## config.mk

```make
export PLATFORM = sky130hd
export DESIGN_NAME = aes_text_out_serializer
export DESIGN_NICKNAME = d
export VERILOG_FILES = /design/src/rtl/aes_text_out_serializer.sv
export SDC_FILE = /design/constraint.sdc
export NUM_CORES = 1
export LEC_CHECK = 0
export ABC_AREA = 1
export BUFFER_PORTS_ARGS = -buffer_cell sky130_fd_sc_hd__buf_2
export CORE_MARGIN = 4
export CORE_UTILIZATION = 25
export DETAILED_ROUTE_END_ITERATION = 16
export SYNTH_ARGS = -nofsm -noshare
export SYNTH_HDL_FRONTEND = slang
export SYNTH_SLANG_ARGS = --single-unit
export TNS_END_PERCENT = 10
```

## constraint.sdc

```tcl
create_clock -name clk -period 4.88 [get_ports clk]
set_input_delay 0.976 -clock clk [delete_from_list [all_inputs] [get_ports clk]]
set_output_delay 0.976 -clock clk [all_outputs]
set_load 0.01 [all_outputs]
```

## src/rtl/aes_text_out_serializer.sv

```systemverilog
// Output-side unloader for the AES core. It captures finished text_out blocks
// into a 2-deep block FIFO and streams each block MSW-first over valid/ready.
module aes_text_out_serializer #(
  parameter int unsigned BLK_W  = 128,
  parameter int unsigned WORD_W = 32
) (
  input  logic              clk,
  input  logic              rst,
  input  logic              done,
  input  logic [BLK_W-1:0]  text_out,
  output logic              out_valid,
  input  logic              out_ready,
  output logic [WORD_W-1:0] out_data,
  output logic              out_last,
  output logic              full,
  output logic              overflow
);

  localparam int unsigned NW    = BLK_W / WORD_W;
  localparam int unsigned IDX_W = (NW > 1) ? $clog2(NW) : 1;
  localparam logic [IDX_W-1:0] IDX_LAST = IDX_W'(NW - 1);

  typedef enum logic [1:0] {
    ST_EMPTY = 2'd0,
    ST_ONE   = 2'd1,
    ST_TWO   = 2'd2
  } state_e;

  state_e             state_q, state_d;
  logic [BLK_W-1:0]   a_q, a_d;
  logic [BLK_W-1:0]   b_q, b_d;
  logic [IDX_W-1:0]   idx_q, idx_d;
  logic               out_valid_q, out_valid_d;
  logic [WORD_W-1:0]  out_data_q, out_data_d;
  logic               out_last_q, out_last_d;
  logic               full_q, full_d;
  logic               overflow_q, overflow_d;
  logic               hs;
  logic               fin;

  // State and registered outputs; reset drops all buffered blocks.
  always_ff @(posedge clk) begin
    if (rst) begin
      state_q     <= ST_EMPTY;
      a_q         <= '0;
      b_q         <= '0;
      idx_q       <= '0;
      out_valid_q <= 1'b0;
      out_data_q  <= '0;
      out_last_q  <= 1'b0;
      full_q      <= 1'b0;
      overflow_q  <= 1'b0;
    end else begin
      state_q     <= state_d;
      a_q         <= a_d;
      b_q         <= b_d;
      idx_q       <= idx_d;
      out_valid_q <= out_valid_d;
      out_data_q  <= out_data_d;
      out_last_q  <= out_last_d;
      full_q      <= full_d;
      overflow_q  <= overflow_d;
    end
  end

  // Occupancy transitions, beat index and next-cycle output values.
  always_comb begin
    state_d     = state_q;
    a_d         = a_q;
    b_d         = b_q;
    idx_d       = idx_q;
    overflow_d  = overflow_q;
    out_valid_d = 1'b0;
    out_data_d  = '0;
    out_last_d  = 1'b0;
    full_d      = 1'b0;

    hs  = out_valid_q & out_ready;
    fin = hs & out_last_q;

    if (hs) begin
      idx_d = (idx_q == IDX_LAST) ? '0 : idx_q + IDX_W'(1);
    end

    case (state_q)
      ST_EMPTY: begin
        if (done) begin
          a_d     = text_out;
          idx_d   = '0;
          state_d = ST_ONE;
        end
      end
      ST_ONE: begin
        if (fin && done) begin
          a_d   = text_out;
          idx_d = '0;
        end else if (fin) begin
          state_d = ST_EMPTY;
        end else if (done) begin
          b_d     = text_out;
          state_d = ST_TWO;
        end
      end
      ST_TWO: begin
        if (fin) begin
          // The head slot frees this cycle, so a concurrent done still fits.
          a_d   = b_q;
          idx_d = '0;
          if (done) begin
            b_d = text_out;
          end else begin
            state_d = ST_ONE;
          end
        end else if (done) begin
          overflow_d = 1'b1;
        end
      end
      default: begin
        state_d = ST_EMPTY;
      end
    endcase

    out_valid_d = (state_d != ST_EMPTY);
    full_d      = (state_d == ST_TWO);
    out_last_d  = out_valid_d & (idx_d == IDX_LAST);
    if (out_valid_d) begin
      for (int unsigned i = 0; i < NW; i++) begin
        if (idx_d == IDX_W'(i)) begin
          out_data_d = a_d[BLK_W-1-i*WORD_W -: WORD_W];
        end
      end
    end
  end

  assign out_valid = out_valid_q;
  assign out_data  = out_data_q;
  assign out_last  = out_last_q;
  assign full      = full_q;
  assign overflow  = overflow_q;

endmodule

```

==> metrics <==
most frequent cells in the layout=nand2_1, dfxtp_1, nor2_1, buf_2, o21ai_0; GR Util All Layers=0.148; Synth Area in Adders=0.000972; H-tree depth=2; internal reg-to-reg setup slack=1.91 ns; Synth Register Bits=a little under 300; die height=about 230 microns; LEAKAGE=7.04 nW; starting density of the core=0.255; via count=12300; Slew Limit Fails=0; Synth Cell Area=12900 sq um; startpoint types=input pin; sequential share of the synthesized area=0.460; setup TNS=0 ns; CTS Hold Buffers Added=0; Critical Path RT=5.33 ns; total grt overflow=0; synthesized area per cell=6.83 sq um; fraction of synthesized area in multiplexers=0; antenna-violating nets left=0; post-route DRC violation count=0; Fillers=5482; crit path DAT=approximately 3.5 ns; asr flop ratio synth=0; pwr dens=between 400 and 500 nW/um^2; CP Max Fanout=between 50 and 60; final hold violation count=0; Max-cap violations=0; Synthesized Nets=2019; Slew HR=0.232; Synth Area in Compound Gates=0.140; HP Start=b_q[25]; initial antenna violation count=19; Synth cell types=25; CP endpoint kind=flop; core area=around 51000 sq um; Final Total Pwr=6.12 mW; CTS tree=yes; vias per inst=between 4 and 5; most common flop cell mapped by yosys=dfxtp_1; setup bufs post-CTS=0; Crit Reg-Reg Startpoint=state_q[0]; CP Launch Point=out_ready; ranking of synthesized cells by area=dfxtp_1, nand2_1, nor2_1; Max Clock Skew=~0.018 ns; placer congestion estimate=approximately 0.85; commonest non-fill, non-tap cell in the layout=nand2_1; vias in the first global route=about 12000; XOR/XNOR Fraction of Synth Area=0; final period utilization=0.626; Max Fclk=roughly 330 MHz; post-synthesis simple-gate area fraction=0.314; # rows=82; final wirelength=between 40 and 50 mm; main combinational cell family by area after synthesis=simple AND/OR/NAND/NOR gates; Starting DRT DRC Count=just over 1000; final setup violation count=0; cell accounting for the most synthesized area=dfxtp_1; Slew @ Worst Pin=approximately 1.2 ns; RSZ-0062 raised after global routing=false; IO Count=between 150 and 200; CTS root buffer=clkbuf_16; Max IR drop VDD=around 0.20 mV; hold crit path type=flop to flop; Reg clk slew, reported paths=about 0.06 ns; worst setup path class=input pin to flop; first-pass GRT wire length=roughly 66 mm; CTS max path bufs=3; die footprint=around 55000 sq um; post-synth top area share=0.460; detailed-route wire length per cell=between 15 and 20 microns; crit path time final=a little over 3 ns; first drt pass iteration count=5; status=finished, final reports clean; die width=235 microns; Mapped Cells=about 1900; clock latency on the worst-skew pair=0.51 ns; fraction of layout cells with a size suffix above 1=0.127; post-detail-place hpwl=30.7 mm; number of synthesized flops with an enable pin=0; Layout area overhead=18.7%; Syn. warnings=0; CTS buffer count=35; nets=about 2100; maximum number of pins on one net before global-route repair=100; IO buf count=approximately 170; CTS sink cnt=around 300; PostCTS Resize Cnt=0
==> worst max-delay path: stages <==
cell and delay, ns:
buf_2 0.15, nand3_4 0.12, nand2_4 0.20, a21oi_4 0.68, buf_4 0.66, nand2_1 0.14, nand2_1 0.12, nand2_1 0.06
nand2_1 0.14, nand2_1 0.11, nand2_1 0.10
==> final cells by class <==
| type | instances | area [sq um] | area share |
|---|---|---|---|
| flip-flops and latches | 296 | 5930 | 0.388 |
| multi-input cells | 1324 | 5880 | 0.385 |
| clock buffers | 50 | 1040 | 0.0682 |
| repair buffers | 184 | 966 | 0.0632 |
| well taps | 672 | 841 | 0.0550 |
| inverters | 144 | 543 | 0.0355 |
| clock inverters | 8 | 71.3 | 0.00467 |
| diodes | 6 | 15.0 | 0.000983 |
==> stage by stage <==
stage               instance area [sq um]  setup WS (ns)  instances  utilization  hold WS, ns
detailed placement                  14200           1.31       2620        0.280        0.449
floorplan                           12900           2.71       1886            -        0.430
global placement                    14200           1.35       2620        0.280        0.439
finish                              15300           1.83       2684        0.302        0.453
CTS                                 15300           1.86       2678        0.302        0.457
global route                        15300           1.64       2682        0.302        0.479
==> worst paths after layout <==
check / to / cells after the start
setup / recovery: out_data[16] / 11
hold / removal: b_q[25] / 2
setup reg to reg: b_q[3] / 9
hold reg to reg: b_q[25] / 2
==> sequential cells by signal, summed over array words and instances (netlist names) <==
name,cells
state_q,2
idx_q,2
full,1
out_valid,1
out_data,32
a_q,128
overflow,1
out_last,1
b_q,128
==> cell usage after synthesis, drive strengths merged, types with 3 or more instances <==
cell    instances
and2           26
o211ai         26
nand4           3
nor2          229
clkbuf         54
a31oi          20
inv           144
dfxtp         296
a21oi         137
nand3         117
nand2         587
nand3b         21
o21ai         156
buf            68
==> metal layers <==
metal	track usage	share of wire	up-vias
li1	-	-	6186
met1	0.191	0.44	5727
met2	0.250	0.47	297
met3	0.0361	0.061	86
met4	0.0372	0.024	20
met5	0	0.0030	-
==> power breakdown <==
group	total, mW	switching (mW)	internal [mW]
clock	2.54	1.01	1.53
sequential	2.69	0.0775	2.61
combinational	0.885	0.600	0.285
==> kinds of logic after synthesis <==
family / Yosys count
AO/OA/AOI/OAI: 340
adder cells (fa/ha/maj): 1
buffers and inverters: 266
flip-flops: 296
AND/OR/NAND/NOR: 983
Power figures use the tool's default switching activity.
